$ cat src/rtl/alu_pkg.sv
// Shared definitions for the alu issue controller.
//   - opcode constants understood by alu (1xx encodings are illegal)
//   - instruction field layout
//   - register-file geometry
//   - issue FSM state encoding
package alu_pkg;

  localparam int REG_N  = 8;
  localparam int REG_AW = 3;
  localparam int REG_W  = 16;

  localparam logic [2:0] OP_ADD = 3'b000;
  localparam logic [2:0] OP_SUB = 3'b001;
  localparam logic [2:0] OP_MUL = 3'b010;
  localparam logic [2:0] OP_DIV = 3'b011;

  // Instruction layout: [15:13] op, [12:10] rd, [9:7] rs1, [6:4] rs2, [3:0] unused.
  typedef struct packed {
    logic [2:0]        op;
    logic [REG_AW-1:0] rd;
    logic [REG_AW-1:0] rs1;
    logic [REG_AW-1:0] rs2;
    logic [3:0]        rsvd;
  } instr_t;

  typedef enum logic [1:0] {
    ST_IDLE  = 2'd0,
    ST_ISSUE = 2'd1,
    ST_WAIT  = 2'd2,
    ST_WB    = 2'd3
  } state_e;

  // Only the four arithmetic ops (0xx) are forwarded to alu.
  function automatic logic is_legal_op(input logic [2:0] op);
    return !op[2];
  endfunction

  // mul and div return two halves, so they write rd and rd+1.
  function automatic logic is_wide_op(input logic [2:0] op);
    return (op == OP_MUL) || (op == OP_DIV);
  endfunction

endpackage

$ cat src/rtl/issue_regfile.sv
// 8x16 register file for the alu issue controller.
//   Reads : two combinational operand ports (rs1/rs2) and one debug port.
//   Writes: wb  (primary writeback, rd)
//           wb2 (secondary writeback, rd+1 for mul/div high half)
//           ld  (direct load for initialisation/debug)
//   A writeback beats a same-cycle ld to the same register.
// Ports
//   clk, reset                 clock, asynchronous active-high reset (clears all)
//   i_rs1_addr/o_rs1_data      operand read port A
//   i_rs2_addr/o_rs2_data      operand read port B
//   i_dbg_addr/o_dbg_data      debug read port
//   i_wb_en/addr/data          primary write port
//   i_wb2_en/addr/data         secondary write port
//   i_ld_en/addr/data          load write port (lowest priority)
import alu_pkg::*;

module issue_regfile (
  input  logic              clk,
  input  logic              reset,
  input  logic [REG_AW-1:0] i_rs1_addr,
  output logic [REG_W-1:0]  o_rs1_data,
  input  logic [REG_AW-1:0] i_rs2_addr,
  output logic [REG_W-1:0]  o_rs2_data,
  input  logic [REG_AW-1:0] i_dbg_addr,
  output logic [REG_W-1:0]  o_dbg_data,
  input  logic              i_wb_en,
  input  logic [REG_AW-1:0] i_wb_addr,
  input  logic [REG_W-1:0]  i_wb_data,
  input  logic              i_wb2_en,
  input  logic [REG_AW-1:0] i_wb2_addr,
  input  logic [REG_W-1:0]  i_wb2_data,
  input  logic              i_ld_en,
  input  logic [REG_AW-1:0] i_ld_addr,
  input  logic [REG_W-1:0]  i_ld_data
);

  logic [REG_W-1:0] r_mem [REG_N];

  assign o_rs1_data = r_mem[i_rs1_addr];
  assign o_rs2_data = r_mem[i_rs2_addr];
  assign o_dbg_data = r_mem[i_dbg_addr];

  // NOTE: this array is reset on purpose -- a reset must leave every register
  // at zero, which rules out mapping it onto a reset-less RAM macro.
  always_ff @(posedge clk or posedge reset) begin
    if (reset) begin
      for (int i = 0; i < REG_N; i++) r_mem[i] <= '0;
    end else begin
      for (int i = 0; i < REG_N; i++) begin
        // wb and wb2 never target the same register (rd vs rd+1).
        if (i_wb2_en && (i_wb2_addr == REG_AW'(i)))
          r_mem[i] <= i_wb2_data;
        else if (i_wb_en && (i_wb_addr == REG_AW'(i)))
          r_mem[i] <= i_wb_data;
        else if (i_ld_en && (i_ld_addr == REG_AW'(i)))
          r_mem[i] <= i_ld_data;
      end
    end
  end

endmodule

$ cat src/rtl/alu_issue_ctrl.sv
// Initiator side of the alu start/done handshake.
// Accepts one instruction at a time, reads its operands from the internal
// register file, pulses alu_start, waits (bounded) for alu_done and writes the
// result(s) back. FSM: IDLE -> ISSUE -> WAIT -> WB -> IDLE.
// Ports
//   clk, reset                 clock, asynchronous active-high reset
//   instr_valid/instr/instr_ready   instruction handshake (ready only in IDLE)
//   ld_en/ld_addr/ld_data      direct register-file write, any state
//   rd_addr/rd_data            combinational debug read
//   alu_a/alu_b/alu_opcode     registered operands/op, stable ISSUE..WAIT
//   alu_start                  one-cycle pulse in ISSUE
//   alu_res_lo/alu_res_hi      alu results (bit 16 unused)
//   alu_done                   alu completion pulse, honoured only in WAIT
//   busy                       controller not idle
//   err_illegal                one-cycle pulse on accepting an op 1xx
//   err_timeout                sticky: alu never answered within TIMEOUT_CYCLES
//   retired                    writeback count, wraps
import alu_pkg::*;

module alu_issue_ctrl #(
  parameter int TIMEOUT_CYCLES = 64,
  parameter int RETIRE_W       = 16
) (
  input  logic                clk,
  input  logic                reset,
  input  logic                instr_valid,
  input  logic [15:0]         instr,
  output logic                instr_ready,
  input  logic                ld_en,
  input  logic [REG_AW-1:0]   ld_addr,
  input  logic [REG_W-1:0]    ld_data,
  input  logic [REG_AW-1:0]   rd_addr,
  output logic [REG_W-1:0]    rd_data,
  output logic [REG_W-1:0]    alu_a,
  output logic [REG_W-1:0]    alu_b,
  output logic [2:0]          alu_opcode,
  output logic                alu_start,
  input  logic [16:0]         alu_res_lo,
  input  logic [16:0]         alu_res_hi,
  input  logic                alu_done,
  output logic                busy,
  output logic                err_illegal,
  output logic                err_timeout,
  output logic [RETIRE_W-1:0] retired
);

  localparam int TMO_W = $clog2(TIMEOUT_CYCLES + 1);

  instr_t            w_instr;
  logic [REG_W-1:0]  w_rs1_data;
  logic [REG_W-1:0]  w_rs2_data;
  logic              w_accept;
  logic              w_wb_en;
  logic              w_wb2_en;
  logic [REG_AW-1:0] w_wb2_addr;
  logic              w_unused;

  state_e            r_state;
  logic [REG_AW-1:0] r_rd;
  logic [REG_W-1:0]  r_alu_a;
  logic [REG_W-1:0]  r_alu_b;
  logic [2:0]        r_alu_opcode;
  logic              r_alu_start;
  logic              r_instr_ready;
  logic              r_busy;
  logic              r_err_illegal;
  logic              r_err_timeout;
  logic [TMO_W-1:0]  r_tmo_cnt;
  logic [REG_W-1:0]  r_res_lo;
  logic [REG_W-1:0]  r_res_hi;
  logic [RETIRE_W-1:0] r_retired;

  assign w_instr  = instr_t'(instr);
  assign w_accept = instr_valid && r_instr_ready;
  assign w_unused = ^{alu_res_lo[16], alu_res_hi[16], w_instr.rsvd};

  // Writeback happens during the single WB cycle; the op register still holds
  // the accepted opcode there, since alu_opcode is only reloaded on accept.
  assign w_wb_en    = (r_state == ST_WB);
  assign w_wb2_en   = w_wb_en && is_wide_op(r_alu_opcode);
  assign w_wb2_addr = r_rd + REG_AW'(1);  // rd=7 wraps the high half to r0

  issue_regfile u_regfile (
    .clk        (clk),
    .reset      (reset),
    .i_rs1_addr (w_instr.rs1),
    .o_rs1_data (w_rs1_data),
    .i_rs2_addr (w_instr.rs2),
    .o_rs2_data (w_rs2_data),
    .i_dbg_addr (rd_addr),
    .o_dbg_data (rd_data),
    .i_wb_en    (w_wb_en),
    .i_wb_addr  (r_rd),
    .i_wb_data  (r_res_lo),
    .i_wb2_en   (w_wb2_en),
    .i_wb2_addr (w_wb2_addr),
    .i_wb2_data (r_res_hi),
    .i_ld_en    (ld_en),
    .i_ld_addr  (ld_addr),
    .i_ld_data  (ld_data)
  );

  // NOTE: every register here is updated with <= so all of them see the
  // pre-edge values of each other, exactly like the flops they become.
  always_ff @(posedge clk or posedge reset) begin
    if (reset) begin
      r_state       <= ST_IDLE;
      r_rd          <= '0;
      r_alu_a       <= '0;
      r_alu_b       <= '0;
      r_alu_opcode  <= '0;
      r_alu_start   <= 1'b0;
      r_instr_ready <= 1'b0;
      r_busy        <= 1'b0;
      r_err_illegal <= 1'b0;
      r_err_timeout <= 1'b0;
      r_tmo_cnt     <= '0;
      r_res_lo      <= '0;
      r_res_hi      <= '0;
      r_retired     <= '0;
    end else begin
      r_alu_start   <= 1'b0;
      r_err_illegal <= 1'b0;
      unique case (r_state)
        ST_IDLE: begin
          // Ready comes up one cycle after reset release, so it reads 0 in reset.
          r_instr_ready <= 1'b1;
          if (w_accept) begin
            if (is_legal_op(w_instr.op)) begin
              r_rd          <= w_instr.rd;
              r_alu_a       <= w_rs1_data;
              r_alu_b       <= w_rs2_data;
              r_alu_opcode  <= w_instr.op;
              r_alu_start   <= 1'b1;
              r_instr_ready <= 1'b0;
              r_busy        <= 1'b1;
              r_state       <= ST_ISSUE;
            end else begin
              r_err_illegal <= 1'b1;
            end
          end
        end
        ST_ISSUE: begin
          r_tmo_cnt <= '0;
          r_state   <= ST_WAIT;
        end
        ST_WAIT: begin
          if (alu_done) begin
            r_res_lo <= alu_res_lo[15:0];
            r_res_hi <= alu_res_hi[15:0];
            r_state  <= ST_WB;
          end else if (r_tmo_cnt == TMO_W'(TIMEOUT_CYCLES - 1)) begin
            // This is the TIMEOUT_CYCLES-th cycle in WAIT without done.
            r_err_timeout <= 1'b1;
            r_instr_ready <= 1'b1;
            r_busy        <= 1'b0;
            r_state       <= ST_IDLE;
          end else begin
            r_tmo_cnt <= r_tmo_cnt + TMO_W'(1);
          end
        end
        ST_WB: begin
          r_retired     <= r_retired + RETIRE_W'(1);
          r_instr_ready <= 1'b1;
          r_busy        <= 1'b0;
          r_state       <= ST_IDLE;
        end
        default: r_state <= ST_IDLE;
      endcase
    end
  end

  assign instr_ready = r_instr_ready;
  assign alu_a       = r_alu_a;
  assign alu_b       = r_alu_b;
  assign alu_opcode  = r_alu_opcode;
  assign alu_start   = r_alu_start;
  assign busy        = r_busy;
  assign err_illegal = r_err_illegal;
  assign err_timeout = r_err_timeout;
  assign retired     = r_retired;

endmodule

$ cat config.mk
export PLATFORM = sky130hd
export DESIGN_NAME = alu_issue_ctrl
export DESIGN_NICKNAME = d
export VERILOG_FILES = /design/src/rtl/alu_pkg.sv /design/src/rtl/issue_regfile.sv /design/src/rtl/alu_issue_ctrl.sv
export SDC_FILE = /design/constraint.sdc
export NUM_CORES = 1
export LEC_CHECK = 0
export ABC_CLOCK_PERIOD_IN_PS = 4800
export CELL_PAD_IN_SITES_DETAIL_PLACEMENT = 0
export CELL_PAD_IN_SITES_GLOBAL_PLACEMENT = 2
export CORE_AREA = 2 2 177 223
export CTS_CLUSTER_SIZE = 12
export DETAILED_ROUTE_END_ITERATION = 6
export DIE_AREA = 0 0 179 225
export PLACE_DENSITY = 0.84
export SLEW_MARGIN = 20
export SYNTH_ARGS = -nofsm -noshare
export SYNTH_HDL_FRONTEND = slang
export SYNTH_HIERARCHICAL = 1
export SYNTH_SLANG_ARGS = --single-unit
export TNS_END_PERCENT = 30
$ cat constraint.sdc
create_clock -name clk -period 4.8 [get_ports clk]
set_clock_uncertainty 0.15 [all_clocks]
set_input_delay 0.96 -clock clk [delete_from_list [all_inputs] [get_ports clk]]
set_output_delay 0.96 -clock clk [all_outputs]
set_load 0.05 [all_outputs]
# After elaboration in Yosys (flattened, before gate mapping)
# Index checks and enable logic that the tools add are counted.
[classes]
n_addsub = 3
n_mux = 56
eq_ne = 33
n_lt_le_gt_ge = 3
n_reduce_logical = 48
bitwise_logic = 5
[ops]
columns = ["operator", "n"]
rows = [
  ["two-way mux 16 bit", 30],
  ["binary-select mux 16 bit (select 3 bit)", 3],
  ["== test 3 bit, second input constant", 12],
  ["nonzero test 3 bit", 9],
  ["logical AND 1 bit", 26],
  ["== test 3 x 2 -> 1 bit, second input constant", 6],
  ["adder 16 x 1 -> 16 bit, second input constant", 1],
  ["AND reduction 3 bit", 5],
  ["two-way mux 7 bit", 2],
  ["case mux 7 bit (2 select lines)", 1],
  ["two-way mux 1 bit", 13],
  ["greater-or-equal comparator 4 bit, second input constant", 3],
  ["NOT 3 -> 4 bit", 3],
  ["inequality test 2 bit, second input constant", 5],
  ["== test 3 x 1 -> 1 bit, second input constant", 3],
  ["zero test 3 bit", 3],
  ["== test 2 bit, second input constant", 4],
  ["two-way mux 2 bit", 4],
  ["case mux 2 bit (4 select lines)", 1],
  ["adder 7 x 1 -> 7 bit, second input constant", 1],
  ["== test 7 x 6 -> 1 bit, second input constant", 1],
  ["case mux 1 bit (3 select lines)", 2],
  ["AND reduction 5 bit", 1],
  ["adder 3 x 1 -> 3 bit, second input constant", 1],
  ["7 further kinds", 8],
]
[totals]
output_inout_bits = 72
register_bits = 227
word_cells = 170
input_bits = 77

# Logic depth before layout (Yosys ltp)
[logic_depth]
ltp_word = 5
depth_mapped = 11
ltp_nobuf = 6

# Modules after synthesis
# The synthesis kept the hierarchy.
[modules_own_cells]
columns = ["mod", "cells_each", "seq_area_each_um2", "area_each_um2", "n_inst"]
rows = [
  ["issue_regfile", 955, 3203.1, 10631.4, 1],
  ["alu_issue_ctrl", 284, 2477.4, 4081.4, 1],
]

# Worst setup path after synthesis
# OpenSTA, ideal clock, no wires.
[synth_timing]
kind = "input to output"
start = "input rd_addr[1]"
end = "output rd_data[4]"
t_arrival_ns = 2.423
n_path_buf = 2
t_required_ns = 3.690
slack_ns = 1.267
cell_stages = 4
cell_sequence = "clkbuf_1 buf_2 mux4_2 mux2_2"
[synth_via]
elab_chain_cells = 4
[synth_rtl]
columns = ["element", "line_no", "source"]
rows = [
  ["start: declaration", "alu_issue_ctrl.sv:32", "input logic [REG_AW-1:0] rd_addr,"],
  ["NOT 3 -> 4 bit (implied by the code)", "issue_regfile.sv:41", "assign o_dbg_data = r_mem[i_dbg_addr];"],
  ["binary-select mux 16 bit (select 3 bit)", "issue_regfile.sv:41", ""],
  ["two-way mux 16 bit (implied by the code) (2 in series)", "issue_regfile.sv:41", ""],
  ["end: declaration", "alu_issue_ctrl.sv:33", "output logic [REG_W-1:0] rd_data,"],
]
# Every way passes these cells. The select of a mux whose other input is x is not followed.

# Worst setup path in the final report
[layout_timing]
start = "input rd_addr[0]"
end = "output rd_data[15]"
# The elaborated chain is that of the path after synthesis.

==> reports/results.txt <==
In the post-synthesis netlist, the biggest area contributors are sky130_fd_sc_hd__dfrtp_1 39%, sky130_fd_sc_hd__mux4_2 15%, sky130_fd_sc_hd__mux2_2 14%, sky130_fd_sc_hd__mux2i_1 6.5%, sky130_fd_sc_hd__nand2_1 3.8%. Most common cell in the netlist: sky130_fd_sc_hd__dfrtp_1. Including well taps, the total number of placed cells is 1,783. The max-slew violation count was 0; the cell row count was 80. The tree built by TritonCTS fans out to 227 sinks. The run gives 1,399 as the final net count. The number of standard cells after synthesis is 1,239. The logs give 6.517 nW for the leakage power summed over all cells and 0 ns for the final setup TNS. The setup path with the least slack is of type input port to output port. The tool flagged a number of max-cap violations equal to 0. After synthesis, the largest area contributor takes up 38.61% of total cell area. The run gives 3.69 ns as the worst path required time. The horizontal die dimension is 179 microns, and the largest stage delay on the critical path is 0.72 ns.

Sorting the synthesized cells by how often they occur yields 227 x sky130_fd_sc_hd__dfrtp_1, 178 x sky130_fd_sc_hd__mux2_2, 148 x sky130_fd_sc_hd__nand2_1. Commonest register cell after synthesis: sky130_fd_sc_hd__dfrtp_1. The total DRC errors in the routed layout is 0. Clock tree synthesis selected as its root buffer the cell sky130_fd_sc_hd__clkbuf_16. The run finished with clean final reports. Setup repair after global routing left no endpoint under its margin. TritonCTS created 26 clock buffers. The tools report the weighted congestion reported at the end of routability-driven placement as 0.7929. The detailed router finished its first iteration with 668 violations. The clock network power share was 20.2%. Post-CTS timing repair inserted 0 buffers for setup. Switching power share of the total: 40.42%. The placed instances occupy a cell area of 16,390 sq um. TritonCTS built the clock tree. The number of antenna violations at the first check in global routing was 1; the total routing usage reported by global routing was 22.39%. The synthesized netlist occupies a cell area of 14,710 sq um. Registers are responsible for 38.6% of the overall power. For the internal power, the log shows 0.006088 W. When the netlist entered floorplanning its net count stood at 1,319. The pre-antenna-repair detailed-routing pass consisted of 7 iterations. The height of the chip was 225 microns.

The logs give 0.004130 W for the switching component of the power and 2.96 ns for the endpoint arrival time on the critical path. In the final routed layout, each cell accounts on average for 23.97 microns. The worst hold path belongs to the class flop to flop. The number of enable flip-flop cells after synthesis was 0.

After synthesis, flip-flops and latches occupy 38.61% of the total area. In the final layout, the share of cells above drive strength 1 is 28.45%. The run gives 67.94 mm as the global-route wire length before repair.

The proportion of synthesized flip-flops having asynchronous set or reset came out at 100.0%. Traced cell by cell, the critical path runs through buf_2, buf_12, mux4_2, mux2_2, clkdlybuf4s50_1. On the critical path, the stage with the largest delay is an instance of sky130_fd_sc_hd__clkdlybuf4s50_1. For the worst-case headroom to the max-slew limit, the log shows 26.90%.

Detailed placement ended at an HPWL of 27.14 mm. Timing analysis after detailed placement gives a worst setup slack of 0.7326 ns. For this run, the top clock speed supported by timing is 0.2459 GHz. The count of endpoints failing hold in the final timing report came out at 0. The die area is 40,280 sq um, and the post-cts gate resize count is 0. The area inside the core boundary was 37,940 sq um; the cell area after layout was 17,260 sq um. The average cell area after synthesis was 11.87 sq um; the maximum vdd drop was 0.3619 mV.

The clock slew at the register clock pins of the worst setup and hold paths is 0.06 ns. The detail-routed via count per cell was 5.792. The clock passes through at most 3 buffers. At the pin with the least slew margin, the transition time is 1.092 ns. The final antenna-violating net count was 0.

The relative contribution of combinational cells to total power was 41.2%. The count of hold buffers inserted by post-cts repair was 0. The number of global-route vias before repair is 11,001. Count of input and output buffers: 141. The Yosys step of the flow raised 6 warnings. The final setup violation count is 0, and the total global routing overflow is 0. Counting flops and latches in the post-synthesis netlist gives 227. The total detailed-routing wirelength was 43.88 mm. Entering global routing, the biggest net connects 129 pins. STA classifies the critical path startpoint as an input port.

For the number of vias after detailed routing, the log shows 10,605. Of all nets on the critical path, the largest fanout is 32. The unique cell type count in the Yosys netlist is 59, and the layout overhead on the synthesized area is 17.31%.

At the later pin of the worst-skew pair, clock insertion delay measures 0.56 ns. Fill cells in the final layout number 3,430. Across the whole layout, storage elements account for 5680 sq um. Endpoint class of the critical path: an output port. The deepest level of the CTS H-tree was 1; the minimum clock period was 4.067 ns. The multi-input combinational cells in the finished layout cover a total of 8429 sq um. The slack of the critical path was 0.7331 ns. The initial standard-cell utilization of the core is 38.78%, and the count of inserted antenna diode cells is 0. The period utilization works out to 84.73%. The run gives 1,831 as the non-filler instance count after layout. The biggest area contributor in the post-synthesis netlist is sky130_fd_sc_hd__dfrtp_1. Power spread over the standard cell area amounts to 592.0 nW/um^2. Pin placement for this block handled 149 I/O pins.
==> critical path, delay by kind of cell <==
kind | cells | cell delay, ns
buf+inv | 3 | 1.09
mux | 2 | 0.88
==> per-layer routing <==
metal | GRT usage, % | routed length, microns | vias up
li1 | - | - | 4771
met1 | 27.98 | 17680 | 5423
met2 | 38.86 | 22260 | 319
met3 | 3.846 | 2504 | 90
met4 | 7.632 | 1423 | 2
met5 | 0 | 13 | -
==> registers in the layout (all words and copies together) (netlist names), 2 cells and up <==
signal and cells:
alu_a 16, alu_b 16, alu_opcode 2, r_rd 3, r_res_hi 16, r_res_lo 16, r_state 2, r_tmo_cnt 7
retired 16, u_regfile/r_mem 128
==> through the flow <==
stage / power [W] / hold WS (ns) / utilization, %
after floorplan: 0.006828 / 0.3274 / -
after global placement: 0.008075 / 0.3108 / 43.20
after detailed placement: 0.008193 / 0.3109 / 43.20
after CTS: 0.01030 / 0.3252 / 45.49
after global routing: 0.01081 / 0.3518 / 45.49
final: 0.01022 / 0.3247 / 45.49
==> final cells by class <==
cell class | count | area share [%]
clock inverter | 9 | 0.5727
inverter | 6 | 0.1595
clock buffer | 39 | 4.466
multi-input combinational | 893 | 48.84
timing repair buffer | 165 | 9.482
sequential | 227 | 32.91
tap | 492 | 3.567
==> layout by cell type, fill, tap and decap left out, types with 18 or more instances in the layout <==
cell type	Yosys	layout
sky130_fd_sc_hd__a211oi_1	34	34
sky130_fd_sc_hd__buf_4	16	18
sky130_fd_sc_hd__clkbuf_16	0	27
sky130_fd_sc_hd__clkdlybuf4s50_1	0	135
sky130_fd_sc_hd__dfrtp_1	227	227
sky130_fd_sc_hd__mux2_1	35	35
sky130_fd_sc_hd__mux2_2	178	178
sky130_fd_sc_hd__mux2i_1	96	96
sky130_fd_sc_hd__mux4_2	96	96
sky130_fd_sc_hd__nand2_1	148	148
sky130_fd_sc_hd__nor2_1	48	42
sky130_fd_sc_hd__nor2b_1	31	31
sky130_fd_sc_hd__o21ai_0	67	67
sky130_fd_sc_hd__o21ai_1	32	32
sky130_fd_sc_hd__o31ai_1	33	33
==> power groups by stage <==
stage	Sequential, W	Clock (W)	Combinational (W)
final	0.00395	0.00206	0.00421
after global routing	0.00411	0.00220	0.00450
after floorplan	0.00402	0	0.00280
after global placement	0.00391	0	0.00416
after CTS	0.00393	0.00212	0.00425
after detailed placement	0.00396	0	0.00424
==> logic make-up (layout without fill, tap and decap cells) <==
logic type	Yosys count	after routing	share of synthesized area, %
compound gates	191	191	8.360
xor+xnor	16	16	0.9524
fa+ha+maj	3	3	0.2552
buf+inv	119	219	4.677
flops	227	227	38.61
mux	405	405	37.53
other cells	1	1	0.02549
simple gates	277	277	9.593
==> final timing paths <==
path                        startpoint                   end  slack, ns  cells after the start
max in group asynchronous        reset           r_res_hi[2]       2.93                      3
max reg2reg                 r_state[1]  u_regfile/r_mem[120]       1.25                      5
min reg2reg                err_timeout           err_timeout       0.32                      1
min in group asynchronous        reset              alu_b[4]       0.76                      2
min                        err_timeout           err_timeout       0.32                      1
max                         rd_addr[0]           rd_data[15]       0.73                      5
No activity file was read; power rests on OpenSTA's default activity.
